==> config.mk <==
export PLATFORM = sky130hd
export DESIGN_NAME = fetch_stage_flat
export DESIGN_NICKNAME = d
export VERILOG_FILES = /design/src/rtl/fetch_stage_if.sv /design/src/rtl/fetch_stage.sv /design/src/flat_wrapper.sv
export SDC_FILE = /design/constraint.sdc
export NUM_CORES = 1
export LEC_CHECK = 0
export BUFFER_PORTS_ARGS = -buffer_cell sky130_fd_sc_hd__buf_2
export CORE_MARGIN = 3
export CORE_UTILIZATION = 54
export CTS_CLUSTER_DIAMETER = 30
export DETAILED_ROUTE_END_ITERATION = 6
export GPL_TIMING_DRIVEN = 0
export HOLD_SLACK_MARGIN = 0.08
export PLACE_DENSITY = 0.81
export SLEW_MARGIN = 10
export SYNTH_ARGS = -nofsm -noshare
export SYNTH_HDL_FRONTEND = slang
export SYNTH_SLANG_ARGS = --single-unit
==> constraint.sdc <==
create_clock -name i_clk -period 2.9 [get_ports i_clk]
set_input_delay 0 -clock i_clk [delete_from_list [all_inputs] [get_ports i_clk]]
set_output_delay 0 -clock i_clk [all_outputs]
set_load 0.02 [all_outputs]
==> src/rtl/fetch_stage_if.sv <==
// Instruction-memory read port between the fetch stage and instruction memory.
// The fetch stage drives request/address; memory answers with ack/data,
// possibly in the same cycle the request is first raised.
interface fetch_stage_if;
  logic        imem_req;
  logic [31:0] imem_addr;
  logic        imem_ack;
  logic [31:0] imem_data;

  modport master (
    output imem_req,
    output imem_addr,
    input  imem_ack,
    input  imem_data
  );

  modport slave (
    input  imem_req,
    input  imem_addr,
    output imem_ack,
    output imem_data
  );
endinterface

==> src/rtl/fetch_stage.sv <==
// Instruction-fetch stage: owns the architectural PC, issues instruction-memory
// reads over a req/ack handshake and loads the IF/ID pipeline register.
// A one-entry skid buffer absorbs a word that returns while decode is stalled.
// A redirect that arrives while a read is still outstanding cannot drop the
// request, so the stage drains that read and throws its data away.
module fetch_stage #(
  parameter logic [31:0] RESET_PC   = 32'h0000_0000,
  parameter logic [31:0] EXC_VECTOR = 32'h0000_0180
) (
  input  logic          i_clk,
  input  logic          i_rst,
  input  logic          i_stall,
  input  logic [1:0]    i_pcsrc,
  input  logic [31:0]   i_nextpc,
  input  logic [31:0]   i_epc,
  fetch_stage_if.master imem,
  output logic [31:0]   o_pc,
  output logic [31:0]   o_ifid_pc4,
  output logic [31:0]   o_ifid_instr,
  output logic          o_ifid_valid
);

  typedef enum logic [1:0] {
    ST_FETCH = 2'd0,
    ST_HOLD  = 2'd1,
    ST_DRAIN = 2'd2
  } state_t;

  state_t      state_r, state_s;
  logic [31:0] pc_r, pc_s;
  logic        req_r, req_s;
  logic [31:0] pend_pc_r, pend_pc_s;
  logic        discard_r, discard_s;
  logic        skid_full_r, skid_full_s;
  logic [31:0] skid_pc4_r, skid_pc4_s;
  logic [31:0] skid_instr_r, skid_instr_s;
  logic [31:0] ifid_pc4_r, ifid_pc4_s;
  logic [31:0] ifid_instr_r, ifid_instr_s;
  logic        ifid_valid_r, ifid_valid_s;

  logic        redirect_s;
  logic        ack_s;
  logic [31:0] target_s;
  logic [31:0] pc_plus4_s;

  // Raw redirect target chosen by the PC-source code (00 never redirects).
  function automatic logic [31:0] sel_target(input logic [1:0]  src,
                                             input logic [31:0] nextpc,
                                             input logic [31:0] epc,
                                             input logic [31:0] exc);
    logic [31:0] t;
    case (src)
      2'b01:   t = nextpc;
      2'b10:   t = epc;
      2'b11:   t = exc;
      default: t = 32'h0000_0000;
    endcase
    return t;
  endfunction

  // Decode the redirect request and qualify ack with an outstanding request.
  always_comb begin
    redirect_s = (i_pcsrc != 2'b00);
    target_s   = sel_target(i_pcsrc, i_nextpc, i_epc, EXC_VECTOR) & 32'hFFFF_FFFC;
    ack_s      = imem.imem_ack & req_r;
    pc_plus4_s = pc_r + 32'd4;
  end

  // Next-state and next-register values: redirect beats stall beats delivery.
  always_comb begin
    state_s      = state_r;
    pc_s         = pc_r;
    req_s        = req_r;
    pend_pc_s    = pend_pc_r;
    discard_s    = discard_r;
    skid_full_s  = skid_full_r;
    skid_pc4_s   = skid_pc4_r;
    skid_instr_s = skid_instr_r;
    ifid_pc4_s   = ifid_pc4_r;
    ifid_instr_s = ifid_instr_r;
    ifid_valid_s = ifid_valid_r;

    case (state_r)
      ST_FETCH: begin
        if (redirect_s) begin
          ifid_valid_s = 1'b0;
          ifid_instr_s = 32'h0000_0000;
          skid_full_s  = 1'b0;
          if (req_r && !ack_s) begin
            // Read still in flight: keep req/addr stable and drain it.
            pend_pc_s = target_s;
            discard_s = 1'b1;
            req_s     = 1'b1;
            state_s   = ST_DRAIN;
          end else begin
            // Nothing outstanding (or it completed now): jump immediately.
            pc_s      = target_s;
            discard_s = 1'b0;
            req_s     = 1'b1;
            state_s   = ST_FETCH;
          end
        end else if (ack_s) begin
          pc_s = pc_plus4_s;
          if (i_stall) begin
            skid_full_s  = 1'b1;
            skid_pc4_s   = pc_plus4_s;
            skid_instr_s = imem.imem_data;
            req_s        = 1'b0;
            state_s      = ST_HOLD;
          end else begin
            ifid_pc4_s   = pc_plus4_s;
            ifid_instr_s = imem.imem_data;
            ifid_valid_s = 1'b1;
            req_s        = 1'b1;
          end
        end else begin
          // Waiting on memory (or first cycle out of reset): keep requesting.
          req_s = 1'b1;
          if (!i_stall) begin
            ifid_valid_s = 1'b0;
          end else begin
            ifid_valid_s = ifid_valid_r;
          end
        end
      end

      ST_HOLD: begin
        if (redirect_s) begin
          ifid_valid_s = 1'b0;
          ifid_instr_s = 32'h0000_0000;
          skid_full_s  = 1'b0;
          pc_s         = target_s;
          req_s        = 1'b1;
          state_s      = ST_FETCH;
        end else if (!i_stall) begin
          ifid_pc4_s   = skid_pc4_r;
          ifid_instr_s = skid_instr_r;
          ifid_valid_s = skid_full_r;
          skid_full_s  = 1'b0;
          req_s        = 1'b1;
          state_s      = ST_FETCH;
        end else begin
          req_s = 1'b0;
        end
      end

      ST_DRAIN: begin
        if (redirect_s) begin
          ifid_instr_s = 32'h0000_0000;
        end else begin
          ifid_instr_s = ifid_instr_r;
        end
        if (ack_s) begin
          // The returning word belongs to the abandoned path and is dropped.
          ifid_valid_s = ifid_valid_r & ~discard_r;
          pc_s         = redirect_s ? target_s : pend_pc_r;
          discard_s    = 1'b0;
          req_s        = 1'b1;
          state_s      = ST_FETCH;
        end else begin
          ifid_valid_s = 1'b0;
          if (redirect_s) begin
            pend_pc_s = target_s;
          end else begin
            pend_pc_s = pend_pc_r;
          end
        end
      end

      default: begin
        req_s   = 1'b0;
        state_s = ST_FETCH;
      end
    endcase
  end

  // State and pipeline registers with synchronous reset.
  always_ff @(posedge i_clk) begin
    if (i_rst) begin
      state_r      <= ST_FETCH;
      pc_r         <= RESET_PC;
      req_r        <= 1'b0;
      pend_pc_r    <= 32'h0000_0000;
      discard_r    <= 1'b0;
      skid_full_r  <= 1'b0;
      skid_pc4_r   <= 32'h0000_0000;
      skid_instr_r <= 32'h0000_0000;
      ifid_pc4_r   <= 32'h0000_0000;
      ifid_instr_r <= 32'h0000_0000;
      ifid_valid_r <= 1'b0;
    end else begin
      state_r      <= state_s;
      pc_r         <= pc_s;
      req_r        <= req_s;
      pend_pc_r    <= pend_pc_s;
      discard_r    <= discard_s;
      skid_full_r  <= skid_full_s;
      skid_pc4_r   <= skid_pc4_s;
      skid_instr_r <= skid_instr_s;
      ifid_pc4_r   <= ifid_pc4_s;
      ifid_instr_r <= ifid_instr_s;
      ifid_valid_r <= ifid_valid_s;
    end
  end

  assign o_pc           = pc_r;
  assign imem.imem_req  = req_r;
  assign imem.imem_addr = pc_r;
  assign o_ifid_pc4     = ifid_pc4_r;
  assign o_ifid_instr   = ifid_instr_r;
  assign o_ifid_valid   = ifid_valid_r;

endmodule

==> src/flat_wrapper.sv <==
// flat-port wrapper written by rule: the top's interface ports become plain ports
module fetch_stage_flat 
#(
  parameter logic [31:0] RESET_PC   = 32'h0000_0000,
  parameter logic [31:0] EXC_VECTOR = 32'h0000_0180
)
  (i_clk, i_rst, i_stall, i_pcsrc, i_nextpc, i_epc, o_pc, o_ifid_pc4, o_ifid_instr, o_ifid_valid, imem_imem_req, imem_imem_addr, imem_imem_ack, imem_imem_data);
  fetch_stage_if imem_i ();
  input  logic i_clk;
  input  logic i_rst;
  input  logic i_stall;
  input  logic [1:0] i_pcsrc;
  input  logic [31:0] i_nextpc;
  input  logic [31:0] i_epc;
  output logic [31:0] o_pc;
  output logic [31:0] o_ifid_pc4;
  output logic [31:0] o_ifid_instr;
  output logic o_ifid_valid;
  output wire logic [$bits(imem_i.imem_req)-1:0] imem_imem_req;
  output wire logic [$bits(imem_i.imem_addr)-1:0] imem_imem_addr;
  input wire logic [$bits(imem_i.imem_ack)-1:0] imem_imem_ack;
  input wire logic [$bits(imem_i.imem_data)-1:0] imem_imem_data;
  assign imem_imem_req = imem_i.imem_req;
  assign imem_imem_addr = imem_i.imem_addr;
  assign imem_i.imem_ack = imem_imem_ack;
  assign imem_i.imem_data = imem_imem_data;
  fetch_stage #(.RESET_PC(RESET_PC), .EXC_VECTOR(EXC_VECTOR)) u_core (.i_clk(i_clk), .i_rst(i_rst), .i_stall(i_stall), .i_pcsrc(i_pcsrc), .i_nextpc(i_nextpc), .i_epc(i_epc), .imem(imem_i), .o_pc(o_pc), .o_ifid_pc4(o_ifid_pc4), .o_ifid_instr(o_ifid_instr), .o_ifid_valid(o_ifid_valid));
endmodule
==> metrics.yaml, run 1 <==
final.period_utilization_pct: 96.4
hold_end: "u_core.o_ifid_pc4[23]$_SDFFE_PP0P_"
layout-drive-gt1-share_pct: 21.9
rsz0062_at_grt: "true"
syn-num-nets: 1257
post_cts_buffers: 0
setup-tns-final_ns: 0
diodes: 0
die_h_um: 138
finalSetupViolCount: 0
power_per_cell_area_nw_per_um2: 539
clk_pin_slew_ns: 0.07
grt_overflow: 0
std_cell_rows: 47
drt_first_pass_iters: 6
antenna_left: 0
areaGrowthSynthToFinish_pct: 31.3
synth_cell_types: 64
power.leakage_nw: 5.07
dieArea_um2: 19100
crit_path_end_kind: "register"
synth_area_um2: 9440
numCtsBuffers: 17
clock_path_buffers: 2
synth_cells: 1150
ys_seq_area_share_pct: 42.0
critPathMaxFanout: 10
finalHoldViolCount: 0
tightest_slew_ns: 0.786
grt_pass1_vias: 9609
cts_tree: "yes"
synthFlopType: "dfxtp_1"
ios: 232
antenna_found_initial: 0
wl_per_cell_um: 19.5
holdPathStages: 4
timing.rr.start: "u_core.state_r[1]$_SDFFE_PP0P_"
synth-async-reset-ratio_pct: 0
dpl.hpwl_um: 23100
place.gp.congestion: 0.956
peakVddDrop_uv: 488
fmax_mhz: 358
core_um2: 16800
grt_use_total_pct: 33.2
h-tree-depth: 4
timing.slew.headroom_pct: 47.4
drv_slew: 0
drt-initial-drc-count: 1352
wl_um: 33500
arrival_ns: 3.09
maxCapViolCount: 0
worstHoldStart: "i_rst"
critPathKind: "register to register"
cts_root_buf: "clkbuf_16"
ff2ff_path_depth: 9
ys_warn_count: 0
grt_max_degree: 17
grt_pass1_wl_um: 52000
avgViaCountPerCell: 6.08
nets: 1594
start_kind: "register"
reg2reg_slack_ns: 0.10
die_w_um: 138
clk_latency_ns: 0.44
cts.sinks: 198
outcome: "complete, no violations"
syn_area_per_cell_um2: 8.21
finalClockSkew_ns: 0.00980
min_period_ns: 2.80
start_util_pct: 56.1
vias: 10451
synth_edf_count: 0
required_ns: 3.20
finalPower_mw: 6.69
fillers: 1237
port-buffer-count: 225
drc_errors: 0
synth_seq_cells: 198
hold_class: "primary input to register"
reg2reg_to: "u_core.imem.imem_addr[13]$_SDFFE_PP0P_"
[stage by stage]
stage | setup WS, ns | util [%] | instances | hold slack [ns] | instance area (um^2)
2_1_floorplan | 0.675 | - | 1150 | 0.136 | 9440
3_3_place_gp | 0.0753 | 64.5 | 1595 | 0.255 | 10800
4_1_cts | 0.0115 | 73.6 | 1721 | 0.0873 | 12400
5_1_grt | -0.0215 | 73.7 | 1719 | 0.172 | 12400
3_5_place_dp | 0.0383 | 64.5 | 1595 | 0.257 | 10800
6_report | 0.104 | 73.7 | 1719 | 0.112 | 12400
[worst max path at each step]
stage / from / endpoint / slack (ns) / depth (start not counted)
floorplan: u_core.imem.imem_addr[2]$_SDFFE_PP0P_ / u_core.imem.imem_addr[24]$_SDFFE_PP0P_ / 0.67 / 7
global placement: u_core.state_r[1]$_SDFFE_PP0P_ / u_core.imem.imem_addr[3]$_SDFFE_PP0P_ / 0.08 / 9
detailed placement: u_core.state_r[1]$_SDFFE_PP0P_ / u_core.o_ifid_instr[23]$_SDFFE_PP0P_ / 0.04 / 10
CTS: u_core.state_r[1]$_SDFFE_PP0P_ / u_core.imem.imem_addr[3]$_SDFFE_PP0P_ / 0.01 / 9
global route: u_core.state_r[1]$_SDFFE_PP0P_ / u_core.imem.imem_addr[3]$_SDFFE_PP0P_ / -0.02 / 9
finish: u_core.state_r[1]$_SDFFE_PP0P_ / u_core.imem.imem_addr[13]$_SDFFE_PP0P_ / 0.10 / 9
[per-layer routing]
layer	routed length [um]	up-vias	GRT usage (%)
li1	-	4815	-
met1	13600	4875	44.8
met2	15300	651	52.3
met3	3330	110	6.77
met4	1290	0	13.9
met5	0	-	0
[cells by family after synthesis]
logic type                 count (synthesis)  synth area share, %
and+or+nand+nor                          391                 19.1
xor gates and xnor gates                  26                 2.41
muxes                                      8                0.848
buffers and inverters                    155                 7.78
DFF                                      198                 42.0
adders and majority gates                  5                0.663
AOI/OAI and AO/OA                        367                 27.2
[power by group]
| part | leakage [nW] | internal [mW] | switching, mW | total [mW] |
|---|---|---|---|---|
| Combinational | 3.18 | 0.516 | 0.806 | 1.32 |
| Sequential | 1.61 | 2.84 | 0.139 | 2.98 |
| Clock | 0.283 | 1.32 | 1.07 | 2.39 |
| Total | 5.07 | 4.67 | 2.02 | 6.69 |
[layout make-up]
| cell class | count | area [um^2] | area share [%] |
|---|---|---|---|
| plain buffers | 137 | 677 | 5.46 |
| clock buffers | 20 | 457 | 3.68 |
| clock inverters | 11 | 125 | 1.01 |
| inverters | 16 | 63.8 | 0.514 |
| multi-input cells | 797 | 4760 | 38.4 |
| flip-flops and latches | 198 | 3960 | 32.0 |
| well taps | 220 | 275 | 2.22 |
| repair buffers | 320 | 2080 | 16.7 |
[registers in the layout, summed over array words and instances (netlist names), 2 cells and up]
register / flops
u_core.skid_pc4_r: 32
u_core.skid_instr_r: 32
u_core.state_r: 2
u_core.pend_pc_r: 32
u_core.o_ifid_pc4: 32
u_core.o_ifid_instr: 32
u_core.imem.imem_addr: 32
[layout by cell type, fill, tap and decap left out, types with 10 or more instances in the layout]
master           n
a211oi_1        66
a21oi_1         80
a22o_1          35
a22oi_1         71
a31oi_1         11
and3_1          10
buf_2          238
buf_4           34
clkbuf_1        77
clkbuf_16       17
dfxtp_1        198
dlygate4sd3_1   95
inv_1           15
nand2_1        118
nand3_1         18
nand4_1         15
nor2_1         151
nor3_1          29
o21ai_0         37
xnor2_1         15
xor2_1          11
[worst max-delay path, stage by stage, from the launching register on]
cell and delay [ns]:
dfxtp_1 0.43, inv_1 0.10, ha_1 0.27, clkbuf_1 0.37, or3_1 0.24, clkbuf_1 0.48, clkbuf_2 0.37, nor2_1 0.09
o21ai_0 0.19, a21oi_1 0.10
[synthesized netlist by cell type, drive strengths merged (2+ instances only)]
cell type | instances | share of area [%]
inv | 15 | 0.60
or3 | 2 | 0.13
or4 | 2 | 0.20
a22o | 35 | 3.2
a2bb2oi | 2 | 0.19
buf | 54 | 3.7
a21oi | 80 | 4.2
a2111o | 2 | 0.24
xor2 | 11 | 1.0
o211ai | 7 | 0.56
nor3 | 31 | 1.7
o22ai | 3 | 0.20
a31oi | 11 | 0.73
and3 | 10 | 0.66
dfxtp | 198 | 42
nor2b | 3 | 0.20
a311oi | 2 | 0.19
a222oi | 9 | 0.95
a22oi | 71 | 5.6
a221oi | 7 | 0.65
o31a | 8 | 0.74
clkbuf | 85 | 3.4
o31ai | 3 | 0.24
xnor2 | 15 | 1.4
nor2 | 152 | 6.1
mux2i | 8 | 0.85
nor4 | 11 | 1.1
o32ai | 8 | 0.74
nand2 | 118 | 4.7
o21ai | 38 | 2.0
and2 | 6 | 0.40
ha | 5 | 0.66
nand4 | 16 | 1.2
and4 | 2 | 0.19
nand3 | 21 | 1.2
nor3b | 5 | 0.45
o21a | 7 | 0.56
a211oi | 67 | 5.4
nand2b | 9 | 0.60
[repair_timing]
action / in CTS / in global routing
hold endpoints to repair: 98 / 0
gates resized for setup: 0 / 19
hold buffers: 95 / 0
endpoints found under the setup margin: 0 / 81
No activity file was read; power rests on OpenSTA's default activity.
==> run 2: changes to the inputs <==
Settings changed: CORE_MARGIN 3 to unset.
==> metrics.yaml, run 2 (synthesis results as in run 1) <==
outcome: "complete, no violations"  # unchanged
crit_path_end_kind: "register"  # unchanged
arrival_ns: 3.11  # was 3.09 ns
clk_pin_slew_ns: 0.07  # about the same
critPathMaxFanout: 10  # unchanged
drv_slew: 0  # unchanged
drc_errors: 0  # unchanged
grt_use_total_pct: 37.4  # was 33.2%
timing.slew.headroom_pct: 47.2  # was 47.4%
pwr-share-clk_pct: 37.3  # was 35.7%
avgViaCountPerCell: 6.19  # was 6.08
start_kind: "register"  # unchanged
grt_max_degree: 17  # unchanged
final_common_cell: "buf_2"  # unchanged
power.leakage_nw: 5.09  # was 5.07 nW
clk_latency_ns: 0.44  # about the same
numCtsBuffers: 17  # unchanged
dieArea_um2: 18000  # was 19,100 um^2
p_sw_share_pct: 29.5  # was 30.2%
fmax_mhz: 361  # was 358 MHz
cts.sinks: 198  # unchanged
wl_um: 34000  # was 33,500 um
tightest_slew_ns: 0.789  # was 0.786 ns
dpl.hpwl_um: 22900  # was 23,100 um
die_h_um: 134  # was 138 um
antenna_found_initial: 1  # was 0
finalSetupViolCount: 0  # unchanged
place.gp.congestion: 0.948  # was 0.956
h-tree-depth: 4  # unchanged
core_um2: 16800  # unchanged
finalPower_mw: 6.87  # was 6.69 mW
peakVddDrop_uv: 455  # was 488 uV
clock_path_buffers: 2  # unchanged
power.share.combinational_pct: 19.4  # was 19.8%
fin_util_pct: 74.1  # was 73.7%
post_cts_buffers: 0  # unchanged
die_w_um: 134  # was 138 um
grt_overflow: 0  # unchanged
layout.cells.most_common_list: "buf_2 (238), dfxtp_1 (198), nor2_1 (151)"  # unchanged
layout-drive-gt1-share_pct: 21.9  # unchanged
antenna_left: 0  # unchanged
critPathKind: "register to register"  # unchanged
p_switching_mw: 2.03  # was 2.02 mW
drt-initial-drc-count: 1427  # was 1,352
grt_pass1_vias: 10001  # was 9,609
std_cell_rows: 47  # unchanged
rsz0062_at_grt: "false"  # was true
power_per_cell_area_nw_per_um2: 552  # was 539 nW/um^2
nets: 1594  # unchanged
vias: 10643  # was 10,451
setup-tns-final_ns: 0  # unchanged
grt_pass1_wl_um: 52500  # was 52,000 um
final.period_utilization_pct: 95.6  # was 96.4%
areaGrowthSynthToFinish_pct: 31.9  # was 31.3%
cts_tree: "yes"  # unchanged
drt_first_pass_iters: 6  # unchanged
wl_per_cell_um: 19.8  # was 19.5 um
start_util_pct: 56.1  # unchanged
finalHoldViolCount: 0  # unchanged
pwr-share-seq_pct: 43.4  # was 44.5%
maxCapViolCount: 0  # unchanged
ios: 232  # unchanged
internal_power_mw: 4.85  # was 4.67 mW
hold_class: "primary input to register"  # unchanged
port-buffer-count: 225  # unchanged
finalClockSkew_ns: 0.0146  # was 0.00980 ns
required_ns: 3.24  # was 3.20 ns
cts_root_buf: "clkbuf_16"  # unchanged
min_period_ns: 2.77  # was 2.80 ns
run 2: cell count changes in the layout (fill, tap and decap cells not counted):
cell and change:
bufinv_16 +2, a21boi_1 -1, a21boi_2 +1, clkbuf_1 +1
clkbuf_2 -1, clkinv_2 -1, clkinv_4 -1, diode_2 +1
run 2: layout make-up:
cell class | count | area (um^2)
clock inverters | 11 | 171
fillers | 1244 | 4360
clock buffers | 20 | 457
multi-input cells | 797 | 4770
plain buffers | 137 | 676
flip-flops and latches | 198 | 3960
well taps | 220 | 275
inverters | 16 | 63.8
diodes | 1 | 2.50
repair buffers | 320 | 2080
run 2: layer usage:
metal | GRT usage [%] | routed length [um] | share of wire, %
met1 | 48.3 | 13300 | 39
met2 | 59.2 | 15600 | 46
met3 | 8.13 | 3800 | 11
met4 | 18.4 | 1390 | 4.1
met5 | 0 | 13 | 0.038
run 2: repair_timing:
| item | CTS | global route |
|---|---|---|
| hold buffers | 95 | 0 |
| pin swaps | 0 | 0 |
| hold endpoints to repair | 98 | 0 |
| setup endpoints to repair | 3 | 61 |
| gates resized for setup | 1 | 17 |
| gates cloned | 0 | 0 |
run 2: final timing paths:
kind                            slack, ns  cells after the start                               start                                endpoint
worst max-delay path                 0.13                      7      u_core.state_r[1]$_SDFFE_PP0P_  u_core.imem.imem_addr[14]$_SDFFE_PP0P_
worst min-delay path                 0.12                      4                               i_rst      u_core.o_ifid_pc4[23]$_SDFFE_PP0P_
worst max register to register       0.13                      7      u_core.state_r[1]$_SDFFE_PP0P_  u_core.imem.imem_addr[14]$_SDFFE_PP0P_
worst min register to register       0.45                      2  u_core.o_ifid_pc4[14]$_SDFFE_PP0P_      u_core.o_ifid_pc4[14]$_SDFFE_PP0P_
run 2: critical path, cell delays in order, from the launching register on:
cell        delay [ns]
dfxtp_1           0.44
ha_1              0.19
clkbuf_1          0.40
clkinvlp_4        0.40
nand3_2           0.29
clkbuf_1          0.45
a222oi_1          0.20
a211oi_1          0.30
run 2: metrics by stage:
stage,std cells,hold slack (ns),setup slack [ns],area (um^2)
floorplan,1150,0.136,0.675,9440
global placement,1595,0.255,0.0466,10800
detailed placement,1595,0.258,0.0288,10800
CTS,1721,0.109,0.0825,12400
global route,1719,0.203,0.0428,12500
finish,1720,0.123,0.128,12500
run 2: power groups by stage:
stage / clock network [mW] / registers (mW) / logic (mW)
2_1_floorplan: 0 / 3.10 / 0.647
3_3_place_gp: 0 / 3.03 / 1.14
3_5_place_dp: 0 / 3.03 / 1.16
4_1_cts: 2.53 / 2.97 / 1.27
5_1_grt: 2.65 / 2.99 / 1.41
6_report: 2.56 / 2.98 / 1.33
==> run 3: changes to the inputs <==
Settings changed: CORE_ASPECT_RATIO set to 0.9, SLEW_MARGIN 10 to 5.
==> metrics.yaml, run 3 (synthesis results as in run 1) <==
power_per_cell_area_nw_per_um2: 536  # was 552 nW/um^2
critPathKind: "register to register"  # unchanged
fin_ws_ns: 0.0387  # was 0.128 ns
finalSetupViolCount: 0  # unchanged
clk_pin_slew_ns: 0.08  # was 0.07 ns
dp_slack_ns: 0.00973  # was 0.0288 ns
h-tree-depth: 4  # unchanged
vias: 10620  # was 10,643
crit_path_end_kind: "register"  # unchanged
critPathMaxFanout: 10  # unchanged
layout-drive-gt1-share_pct: 22.1  # was 21.9%
layout.cells.most_common_list: "buf_2 (239), dfxtp_1 (198), nor2_1 (150)"  # was buf_2 (238), dfxtp_1 (198), nor2_1 (151)
areaGrowthSynthToFinish_pct: 31.7  # was 31.9%
grt_overflow: 0  # unchanged
place_area_um2: 10900  # was 10,800 um^2
port-buffer-count: 225  # unchanged
drt_first_pass_iters: 7  # was 6
ios: 232  # unchanged
antenna_left: 0  # unchanged
std_cell_rows: 45  # was 47
peakVddDrop_uv: 417  # was 455 uV
power.leakage_nw: 5.08  # was 5.09 nW
crit_chain: "inv_1, ha_1, clkbuf_1, nor3b_4, and2_1, buf_2, buf_2, a22oi_1, a311oi_1"  # was ha_1, clkbuf_1, clkinvlp_4, nand3_2, clkbuf_1, a222oi_1, a211oi_1
drc_errors: 0  # unchanged
maxCapViolCount: 0  # unchanged
finalClockSkew_ns: 0.00829  # was 0.0146 ns
die_w_um: 141  # was 134 um
final_area_um2: 12400  # was 12,500 um^2
hold_end: "u_core.o_ifid_pc4[23]$_SDFFE_PP0P_"  # unchanged
wl_um: 34200  # was 34,000 um
fin_util_pct: 73.1  # was 74.1%
start_util_pct: 55.5  # was 56.1%
fmax_mhz: 349  # was 361 MHz
worstHoldStart: "i_rst"  # unchanged
final_common_cell: "buf_2"  # unchanged
timing.rr.start: "u_core.state_r[1]$_SDFFE_PP0P_"  # unchanged
outcome: "complete, no violations"  # unchanged
cts_tree: "yes"  # unchanged
timing.slew.headroom_pct: 46.6  # was 47.2%
holdPathStages: 4  # unchanged
avgViaCountPerCell: 6.12  # was 6.19
drt-initial-drc-count: 1523  # was 1,427
grt_use_total_pct: 37.4  # about the same
grt_max_degree: 21  # was 17
hold_ws_ns: 0.111  # was 0.123 ns
finalHoldViolCount: 0  # unchanged
start_kind: "register"  # unchanged
hold_class: "primary input to register"  # unchanged
nets: 1595  # was 1,594
antenna_found_initial: 0  # was 1
reg2reg_to: "u_core.imem.imem_addr[3]$_SDFFE_PP0P_"  # was u_core.imem.imem_addr[14]$_SDFFE_PP0P_
die_h_um: 127  # was 134 um
tightest_slew_ns: 0.798  # was 0.789 ns
place.gp.congestion: 0.938  # was 0.948
drv_slew: 0  # unchanged
clock_path_buffers: 2  # unchanged
wl_per_cell_um: 19.7  # was 19.8 um
required_ns: 3.25  # was 3.24 ns
reg2reg_slack_ns: 0.04  # was 0.13 ns
cts_root_buf: "clkbuf_16"  # unchanged
finalPower_mw: 6.66  # was 6.87 mW
grt_pass1_wl_um: 51700  # was 52,500 um
cpMostUsedCell: "buf_2"  # was clkbuf_1
diodes: 0  # was 1
grt_pass1_vias: 9564  # was 10,001
cp_slowest_cell: "nor3b_4"  # was clkbuf_1
rsz0062_at_grt: "true"  # was false
dieArea_um2: 18000  # about the same
min_period_ns: 2.86  # was 2.77 ns
core_um2: 17000  # was 16,800 um^2
setup-tns-final_ns: 0  # unchanged
placed_cells: 1610  # was 1,595
ff2ff_path_depth: 9  # was 7
numCtsBuffers: 17  # unchanged
final.period_utilization_pct: 98.7  # was 95.6%
cts.sinks: 198  # unchanged
clk_latency_ns: 0.44  # about the same
arrival_ns: 3.21  # was 3.11 ns
layout.cells.non_filler: 1736  # was 1,720
dpl.hpwl_um: 23300  # was 22,900 um
cpPeakStageDelay_ns: 0.44  # was 0.45 ns
==> run 3: cell types whose count changed in the layout (fill, tap and decap cells not counted), sizes merged <==
cell and change:
clkinv +5, inv +5, bufinv -4, clkbuf -3, clkinvlp -2, buf +1
diode -1
==> run 3: metal layers <==
metal	part of all wire (%)	global-route usage, %
met1	39	47.8
met2	46	60.5
met3	12	8.70
met4	3.4	16.0
met5	0	0
==> run 3: worst max-delay path by stage <==
stage / start / endpoint / slack [ns] / depth (start not counted)
2_1_floorplan: u_core.imem.imem_addr[2]$_SDFFE_PP0P_ / u_core.imem.imem_addr[24]$_SDFFE_PP0P_ / 0.67 / 7
3_3_place_gp: u_core.state_r[1]$_SDFFE_PP0P_ / u_core.imem.imem_addr[31]$_SDFFE_PP0P_ / -0.02 / 8
3_5_place_dp: u_core.state_r[1]$_SDFFE_PP0P_ / u_core.imem.imem_addr[3]$_SDFFE_PP0P_ / 0.01 / 9
4_1_cts: u_core.state_r[1]$_SDFFE_PP0P_ / u_core.imem.imem_addr[31]$_SDFFE_PP0P_ / 0.04 / 7
5_1_grt: u_core.state_r[1]$_SDFFE_PP0P_ / u_core.imem.imem_addr[3]$_SDFFE_PP0P_ / -0.01 / 9
6_report: u_core.state_r[1]$_SDFFE_PP0P_ / u_core.imem.imem_addr[3]$_SDFFE_PP0P_ / 0.04 / 9
==> run 3: cell type report <==
type,instances,area (um^2)
buffer,138,681
clock buffer,17,425
clock inverter,15,160
fill,1329,4570
inverter,16,63.8
multi-input combinational,797,4770
sequential,198,3960
tap,235,294
timing repair buffer,320,2080
==> run 3: what timing repair did <==
item	in CTS	in global routing
hold endpoints to repair	98	0
setup endpoints to repair	4	82
buffers inserted	0	0
resized for setup	2	19
hold buffers	95	0
==> run 3: power by group <==
part	switching, mW	internal, mW	total (mW)
Combinational	0.818	0.517	1.33
Clock	1.20	1.16	2.35
Sequential	0.142	2.84	2.98
Total	2.16	4.51	6.66
==> run 3: critical path: cells and delay by family (launching register included) <==
kind	cells	cell delay, ns
simple gates	2	0.65
buf+inv	4	0.96
compound gates	2	0.44
fa+ha+maj	1	0.28
flops	1	0.42
